==> src/rtl/sample_bank_seq.sv <==
// Capture bank for the FFT 32:1 select mux: fills 32 samples over valid/ready,
// then drains by sweeping the mux select in natural or bit-reversed order.
module sample_bank_seq #(
  parameter int unsigned DW = 16,
  parameter int unsigned AW = 5
) (
  input  logic                   clk,
  input  logic                   rst_n,
  input  logic                   in_valid,
  output logic                   in_ready,
  input  logic [DW-1:0]          in_data,
  input  logic                   bitrev_en,
  output logic [(2**AW)*DW-1:0]  bank,
  output logic [AW-1:0]          sel,
  output logic                   out_valid,
  input  logic                   out_ready,
  output logic                   frame_done
);

  localparam int unsigned DEPTH = 2**AW;
  localparam logic [AW-1:0] LAST_IDX = AW'(DEPTH - 1);

  typedef enum logic {
    FILL  = 1'b0,
    DRAIN = 1'b1
  } state_t;

  state_t          state_q, state_d;
  logic [AW-1:0]   wr_cnt_q, wr_cnt_d;
  logic [AW-1:0]   rd_cnt_q, rd_cnt_d;
  logic [AW-1:0]   rd_nxt;
  logic [AW-1:0]   sel_q, sel_d;
  logic            bitrev_q, bitrev_d;
  logic            frame_done_q, frame_done_d;
  logic            wr_en;
  logic [DW-1:0]   bank_q [DEPTH];

  // Mirror the index bits so the drain can emit FFT bit-reversed order.
  function automatic logic [AW-1:0] reverse_idx(input logic [AW-1:0] idx);
    logic [AW-1:0] r;
    r = '0;
    for (int b = 0; b < int'(AW); b++) begin
      r[b] = idx[int'(AW) - 1 - b];
    end
    return r;
  endfunction

  // Next-state, counter and bank-write decode.
  always_comb begin
    state_d      = state_q;
    wr_cnt_d     = wr_cnt_q;
    rd_cnt_d     = rd_cnt_q;
    sel_d        = sel_q;
    bitrev_d     = bitrev_q;
    frame_done_d = 1'b0;
    wr_en        = 1'b0;
    rd_nxt       = rd_cnt_q + 1'b1;
    case (state_q)
      FILL: begin
        if (in_valid) begin
          wr_en = 1'b1;
          if (wr_cnt_q == LAST_IDX) begin
            wr_cnt_d = '0;
            rd_cnt_d = '0;
            sel_d    = '0;
            bitrev_d = bitrev_en;
            state_d  = DRAIN;
          end else begin
            wr_cnt_d = wr_cnt_q + 1'b1;
          end
        end
      end
      DRAIN: begin
        if (out_ready) begin
          if (rd_cnt_q == LAST_IDX) begin
            rd_cnt_d     = '0;
            sel_d        = '0;
            frame_done_d = 1'b1;
            state_d      = FILL;
          end else begin
            rd_cnt_d = rd_nxt;
            sel_d    = bitrev_q ? reverse_idx(rd_nxt) : rd_nxt;
          end
        end
      end
      default: state_d = FILL;
    endcase
  end

  // State register.
  always_ff @(posedge clk or negedge rst_n) begin
    if (!rst_n) begin
      state_q <= FILL;
    end else begin
      state_q <= state_d;
    end
  end

  // Counters, select, drain-order latch and frame-done pulse.
  always_ff @(posedge clk or negedge rst_n) begin
    if (!rst_n) begin
      wr_cnt_q     <= '0;
      rd_cnt_q     <= '0;
      sel_q        <= '0;
      bitrev_q     <= 1'b0;
      frame_done_q <= 1'b0;
    end else begin
      wr_cnt_q     <= wr_cnt_d;
      rd_cnt_q     <= rd_cnt_d;
      sel_q        <= sel_d;
      bitrev_q     <= bitrev_d;
      frame_done_q <= frame_done_d;
    end
  end

  // Sample bank; written only on FILL accepts, frozen during DRAIN.
  always_ff @(posedge clk or negedge rst_n) begin
    if (!rst_n) begin
      for (int i = 0; i < int'(DEPTH); i++) begin
        bank_q[i] <= '0;
      end
    end else if (wr_en) begin
      bank_q[wr_cnt_q] <= in_data;
    end
  end

  // Flatten the bank onto the mux inputs x0..x31.
  for (genvar g = 0; g < int'(DEPTH); g++) begin : g_flat
    assign bank[g*DW +: DW] = bank_q[g];
  end

  assign in_ready   = (state_q == FILL);
  assign out_valid  = (state_q == DRAIN);
  assign sel        = sel_q;
  assign frame_done = frame_done_q;

endmodule

==> config.mk <==
export PLATFORM = sky130hd
export DESIGN_NAME = sample_bank_seq
export DESIGN_NICKNAME = d
export VERILOG_FILES = /design/src/rtl/sample_bank_seq.sv
export SDC_FILE = /design/constraint.sdc
export NUM_CORES = 1
export LEC_CHECK = 0
export ABC_AREA = 1
export CAP_MARGIN = 40
export CORE_MARGIN = 2
export CORE_UTILIZATION = 45
export CTS_CLUSTER_SIZE = 28
export DETAILED_ROUTE_END_ITERATION = 8
export GPL_ROUTABILITY_DRIVEN = 0
export HOLD_SLACK_MARGIN = 0.03
export PLACE_DENSITY_LB_ADDON = 0.05
export SLEW_MARGIN = 20
export SYNTH_ARGS = -nofsm -noshare
export SYNTH_HDL_FRONTEND = slang
export SYNTH_SLANG_ARGS = --single-unit
==> constraint.sdc <==
create_clock -name clk -period 2.9 [get_ports clk]
set_input_delay 0.58 -clock clk [delete_from_list [all_inputs] [get_ports clk]]
set_output_delay 0.58 -clock clk [all_outputs]
set_load 0.005 [all_outputs]
; ---- After elaboration in Yosys (flattened, before gate mapping)
; Cells that the tools add are included.
[totals]
reg_bits = 530
inputBits = 21
output_inout_bits = 520
wordCells = 76
[classes]
add_sub_neg = 2
order_cmp = 2
n_eq_ne = 5
n_mux = 23
n_bitwise = 2
reduce_logical = 4
[ops]
columns = op, count
row1 = bitwise mux 512 bit, 1
row2 = demux 16 bit (select 5 bit), 1
row3 = two-way mux 5 bit, 8
row4 = one-hot mux 5 bit (2 select lines), 2
row5 = two-way mux 16 bit, 1
row6 = "adder 5 x 1 -> 5 bit, second input constant", 2
row7 = "== test 5 bit, second input constant", 2
row8 = two-way mux 1 bit, 9
row9 = "greater-or-equal comparator 6 bit, second input constant", 1
row10 = "< comparator 6 x 1 -> 1 bit, second input constant", 1
row11 = inverter 5 -> 6 bit, 1
row12 = AND reduction 3 bit, 2
row13 = "inequality test 2 bit, second input constant", 2
row14 = "inequality test 2 x 1 -> 1 bit, second input constant", 1
row15 = one-hot mux 1 bit (2 select lines), 1
row16 = AND reduction 2 bit, 1
row17 = logical AND 1 bit, 1
row18 = inverter 1 bit, 1

; ---- Depth between registers and ports, before layout
; Gate-level depths: netlist of the first run.
[depth]
ltp_word = 6
mapped_depth = 10
depth_no_buf = 10

; ---- Least setup slack after synthesis of the first run
; OpenSTA, ideal clock, no wires.
[synth_timing]
kind = flip-flop to flip-flop
from = register wr_cnt_q[2]
to = register rd_cnt_q[2]
setup_ps = 119
arrival_time_ps = 1598
t_required_ps = 2781
path_slack_ps = 1183
stages_incl_launch_ff = 10
path_buffers = 1
period_less_slack_ps = 1717
cell_sequence = dfrtp_1 -> buf_4 -> inv_2 -> nor3_1 -> ha_1 -> nand3_1 -> nand2_1 -> clkinv_1 -> a21oi_1 -> nor2_1
[synth_via]
elab_chain_len = 3
[synth_rtl]
columns = item, line_no
row1 = from (decl), 29  ; logic [AW-1:0] wr_cnt_q, wr_cnt_d;
row2 = from (signal assigned), 108  ; wr_cnt_q <= wr_cnt_d;
row3 = == test 5 bit, 62  ; if (wr_cnt_q == LAST_IDX) begin
row4 = inequality test 2 x 1 -> 1 bit (no line), -
row5 = AND reduction 3 bit (no line), -
row6 = to (signal assigned), 109  ; rd_cnt_q <= rd_cnt_d;
row7 = to (decl), 30  ; logic [AW-1:0] rd_cnt_q, rd_cnt_d;
; Every way passes these cells.
; A chain may end at the register's enable or synchronous reset.

; ---- Final worst setup path of the first run
[layout_timing]
from = register state_q (netlist: out_valid)
to = output in_ready
[layout_via]
elab_chain_len = 1
[layout_rtl]
columns = item, line_no
row1 = from (decl), 28  ; state_t state_q, state_d;
row2 = from (signal assigned), 95  ; state_q <= state_d;
row3 = inverter 1 bit (no line), -
row4 = to (decl), 10  ; output logic in_ready,
; Every way passes these cells.

==> impl_metrics.ini, run 1 <==
[run_status]
status = finished, final reports clean

[route]
detail_route.wirelength_mm = 67.7
drc = 0
wl_per_cell_um = 22.0
vias = 15600
drt-pass1-iter-count = 5
ant_nets = 0
drt_iter0_markers = 1203
viasPerCell = 5.07

[die]
dieArea_um2 = 45100
initial_core_util_pct = 45.4
die_w_um = 212
die_y_um = 212
core_um2 = 43000
ios = 541
placementRows = 76

[synthesis]
syn_inst = 1909
synth_seq_area_share_pct = 67.8
yosysTopAreaCellShare_pct = 67.8
synth_largest_area_cell = dfrtp_1
async_reset_ff_share_pct = 100
ys_ff_latch = 529
synth_edf_count = 0
ys_top_cells_by_area = dfrtp_1, nand2_1, o21ai_0, o21ai_1, o21a_1
avgSynthCellArea_um2 = 10.2
syn_area_um2 = 19500
yosysUniqueCellTypes = 28
synthFlopType = dfrtp_1
synth-warning-count = 0
synth_nets = 1939

[clock_tree]
clk_root_buffer_cell = clkbuf_16
clk_pin_slew_ns = 0.06
cts_setup_buffers = 0
cts_buffer_depth = 3
numCtsBuffers = 54
cts_sinks = 529
cts_tree = yes
clk_latency_ns = 0.61
htree_levels = 2

[worst_setup_path]
endpoint_kind = primary output
cp_max_fo = 6
cp.arrival_ns = 1.74
critPathSlowestCell = clkdlybuf4s50_1
critical_path_class = reg -> out
start_kind = register
crit_required_ns = 2.32
crit_chain = inv_2 -> clkdlybuf4s50_1
slowest_delay_ns = 0.54

[final_layout]
final_common_cell = nand2_1
multi_input_area_um2 = 5570
final_util_pct = 63.9
final_cell_mix = nand2_1, clkdlybuf4s50_1, dfrtp_1
antenna_cells = 0
drive_above_1_share_pct = 8.61
instances_no_fill = 3070
regArea_um2 = 13200
area_growth_pct = 40.6
finalNetCount = 2472
fillers = 3570

[placement]
io_buffers = 540
hpwlAfterDp_mm = 45.7
dp.cells = 2970

[timing]
rsz0062_at_grt = no
tns_ns = 0
hold_viol_final = 0
drv_slew = 0
period_minus_slack_ns = 2.32
fmax_ghz = 0.431
slew_headroom_pct = 52.9
finClkSkew_ns = 0.0134
tightest_slew_ns = 0.707
setup-violations-final = 0
fin_crit_sh_pct = 80.1

[global_route]
antenna_found_initial = 0
grt_pass1_vias = 15500
grt.overflow.total = 0
grt_max_degree = 75
grt_use_total_pct = 30.1
grt_pass1_wl_mm = 99.6

[pwr]
p_leak_uw = 0.0126
p_per_area_nw_per_um2 = 1090
finalPower_uw = 29900
ir_drop_mv = 0.648

[hold_path]
hold_class = reg -> reg

[job]
drv_cap = 0
[metrics by stage]
stage	cell area, um2	worst slack [ns]	hold slack, ns
finish	27500	0.577	0.475
global route	27500	0.511	0.501
CTS	27500	0.547	0.476
detailed placement	25700	0.338	0.461
global placement	25700	0.409	0.457
floorplan	19500	1.18	0.284
[per-layer routing]
layer / GRT usage, % / routed length, um
met3: 8.23 / 5210
met1: 38.3 / 27300
met2: 48.0 / 31900
met5: 0 / 0
met4: 14.5 / 3310
[where the power goes]
part / switching, uW / internal, uW / leakage (uW) / total, uW
sequential: 1830 / 10400 / 0.00693 / 12200
combinational: 4530 / 6370 / 0.00477 / 10900
clock: 2910 / 3840 / 0.000857 / 6760
[synth_stat cells, types with 5 or more instances]
library cell,instances
buf_2,56
buf_4,7
clkbuf_1,60
clkinv_1,5
dfrtp_1,529
ha_1,9
inv_1,5
inv_2,21
nand2_1,683
nand2_2,21
nand3_1,7
nor2_1,12
nor2_2,8
nor2_4,9
o21a_1,48
o21ai_0,317
o21ai_1,94
[flip-flops by register name (all words and copies together) (netlist names)]
| signal | flops |
|---|---|
| frame_done | 1 |
| sel | 4 |
| out_valid | 1 |
| rd_cnt_q | 5 |
| bank | 512 |
| wr_cnt_q | 5 |
| bitrev_q | 1 |
[critical path, delay by kind of cell, from the launching register on]
family,cells,cell delay [ns]
buffers and inverters,2,0.69
DFF,1,0.46
[logic make-up after synthesis]
logic type | Yosys count | synth area share [%]
simple gates | 749 | 15.5
fa+ha+maj | 9 | 0.576
flops | 529 | 67.8
compound gates | 462 | 12.5
buf+inv | 160 | 3.72
[final timing paths]
check	from	endpoint	slack, ns	depth (start not counted)
worst max-delay path	out_valid$_DFF_PN0_	in_ready	0.58	2
worst min-delay path	bank[113]$_DFFE_PN0P_	bank[113]$_DFFE_PN0P_	0.47	2
worst max register to register	wr_cnt_q[2]$_DFFE_PN0P_	rd_cnt_q[2]$_DFFE_PN0P_	0.82	9
worst min register to register	bank[113]$_DFFE_PN0P_	bank[113]$_DFFE_PN0P_	0.47	2
max in group asynchronous	rst_n	bank[187]$_DFFE_PN0P_	1.38	4
min in group asynchronous	rst_n	bank[118]$_DFFE_PN0P_	0.59	2
[timing repair]
item,4_1_cts,5_1_grt
resized for setup,0,0
endpoints found under the hold margin,59,0
hold buffers,1,0
[cell type report]
class	count	share of cell area [%]
clock buffer	85	5.93
clock inverter	14	0.337
inverter	33	0.469
multi-input combinational	1220	20.3
sequential	529	48.2
tap	585	2.67
timing repair buffer	604	22.1
Power figures use the tool's default switching activity.
==> run 2: changes to the inputs <==
Settings changed: CORE_UTILIZATION 45 to 43.
Clock period 2.9 ns to 2 ns, I/O delays scaled along.
==> impl_metrics.ini, run 2 (synthesis results as in run 1) <==
[run_status]
status = finished, final reports clean

[route]
drc = 0
drt-pass1-iter-count = 6
viasPerCell = 5.03
vias = 15800
detail_route.wirelength_mm = 68.7
drt_iter0_markers = 1350
wl_per_cell_um = 21.9
ant_nets = 0

[worst_setup_path]
endpoint_kind = primary output
critPathTopFamily = buffers and inverters
crit_chain = clkdlybuf4s50_1
critical_path_class = reg -> out
crit_required_ns = 1.60
start_kind = register
cp_max_fo = 2
crit_buf_inv = 1
cp.arrival_ns = 1.55
slowest_delay_ns = 0.60
critPathSlowestCell = clkdlybuf4s50_1

[timing]
slew_headroom_pct = 73.5
holdWs_ns = 0.271
fmax_ghz = 0.512
period_minus_slack_ns = 1.95
hold_viol_final = 0
setup-violations-final = 0
rsz0062_at_grt = no
finClkSkew_ns = 0.0183
tightest_slew_ns = 0.397
fin_crit_sh_pct = 97.6
drv_slew = 0

[placement]
io_buffers = 540
hpwlAfterDp_mm = 47.1
dp.cells = 3032

[clock_tree]
clk_latency_ns = 0.61
cts_buffer_depth = 3
clk_pin_slew_ns = 0.06
cts_sinks = 529
clk_root_buffer_cell = clkbuf_16
cts_tree = yes
numCtsBuffers = 54
htree_levels = 2

[final_layout]
final_util_pct = 63.1
area_growth_pct = 45.6
regArea_um2 = 13200
finalNetCount = 2522
largest_reg_flops = 512
final_common_cell = nand2_1
instances_no_fill = 3132
fillers = 3750
drive_above_1_share_pct = 10.3
final_cell_mix = nand2_1, clkdlybuf4s50_1, dfrtp_1
multi_input_area_um2 = 5580

[pwr]
finalPower_uw = 43900
p_leak_uw = 0.0131
ir_drop_mv = 0.901
p_per_area_nw_per_um2 = 1540

[die]
initial_core_util_pct = 43.3
core_um2 = 45100
placementRows = 78
dieArea_um2 = 47100
die_y_um = 217
die_w_um = 217
ios = 541

[hold_path]
hold_class = in -> async

[global_route]
grt_pass1_vias = 15800
grt_max_degree = 73
antenna_found_initial = 0
grt.overflow.total = 0
grt_pass1_wl_mm = 103
grt_use_total_pct = 29.2

[job]
drv_cap = 0
-- run 2: final timing paths --
check	startpoint	to	slack (ns)	cells after the start
worst max register to register	wr_cnt_q[1]$_DFFE_PN0P_	rd_cnt_q[3]$_DFFE_PN0P_	0.14	8
worst max-delay path	bank[12]$_DFFE_PN0P_	bank[12]	0.05	1
max in group asynchronous	rst_n	bank[485]$_DFFE_PN0P_	0.88	4
worst min register to register	bank[118]$_DFFE_PN0P_	bank[118]$_DFFE_PN0P_	0.48	2
worst min-delay path	rst_n	bank[126]$_DFFE_PN0P_	0.27	2
min in group clk	out_ready	rd_cnt_q[4]$_DFFE_PN0P_	0.46	3
-- run 2: metrics by stage --
stage / instance area [um2] / TNS [ns] / setup WS (ns)
after CTS: 28400 / 0 / 0.00878
after floorplan: 19500 / 0 / 0.283
after global routing: 28400 / 0 / 0.00493
final: 28400 / 0 / 0.0484
after global placement: 26600 / -2.38 / -0.0737
after detailed placement: 26600 / -5.46 / -0.130
-- run 2: per-layer routing --
metal  track usage (%)  wire [um]  vias up  share of wire [%]
met1              38.1      28000     7743                 41
met5                 0          0        -                  0
li1                  -          -     7346                  -
met2              47.2      32600      549                 47
met3              8.13       5580      119                8.1
met4              10.1       2490        0                3.6
-- run 2: layout make-up --
cell class	count	share of cell area, %
inverter	33	0.466
tap	600	2.64
sequential	529	46.6
timing repair inverter	1	0.0264
multi-input combinational	1220	19.6
antenna	1	0.00880
clock buffer	79	5.48
timing repair buffer	653	24.6
clock inverter	16	0.651
-- run 2: power by group --
group	internal [uW]	switching, uW	total, uW	leakage, uW
logic	9500	6590	16100	0.00533
registers	15000	2740	17800	0.00693
clock network	5880	4190	10100	0.000854
-- run 2: repair_timing --
item | CTS | global route
buffers inserted | 2 | 0
endpoints found under the hold margin | 31 | 0
pin swaps | 0 | 0
setup endpoints to repair | 4 | 15
hold buffers | 1 | 0
gates resized for setup | 4 | 10
gates cloned | 0 | 1
-- run 2: worst register-to-register path, cell delays in order (launching register included) --
cell	delay [ns]
dfrtp_1	0.41
ha_1	0.20
inv_1	0.06
nor3_1	0.23
ha_1	0.20
nand3_1	0.14
nand2_4	0.15
nand2_1	0.15
o21ai_0	0.23
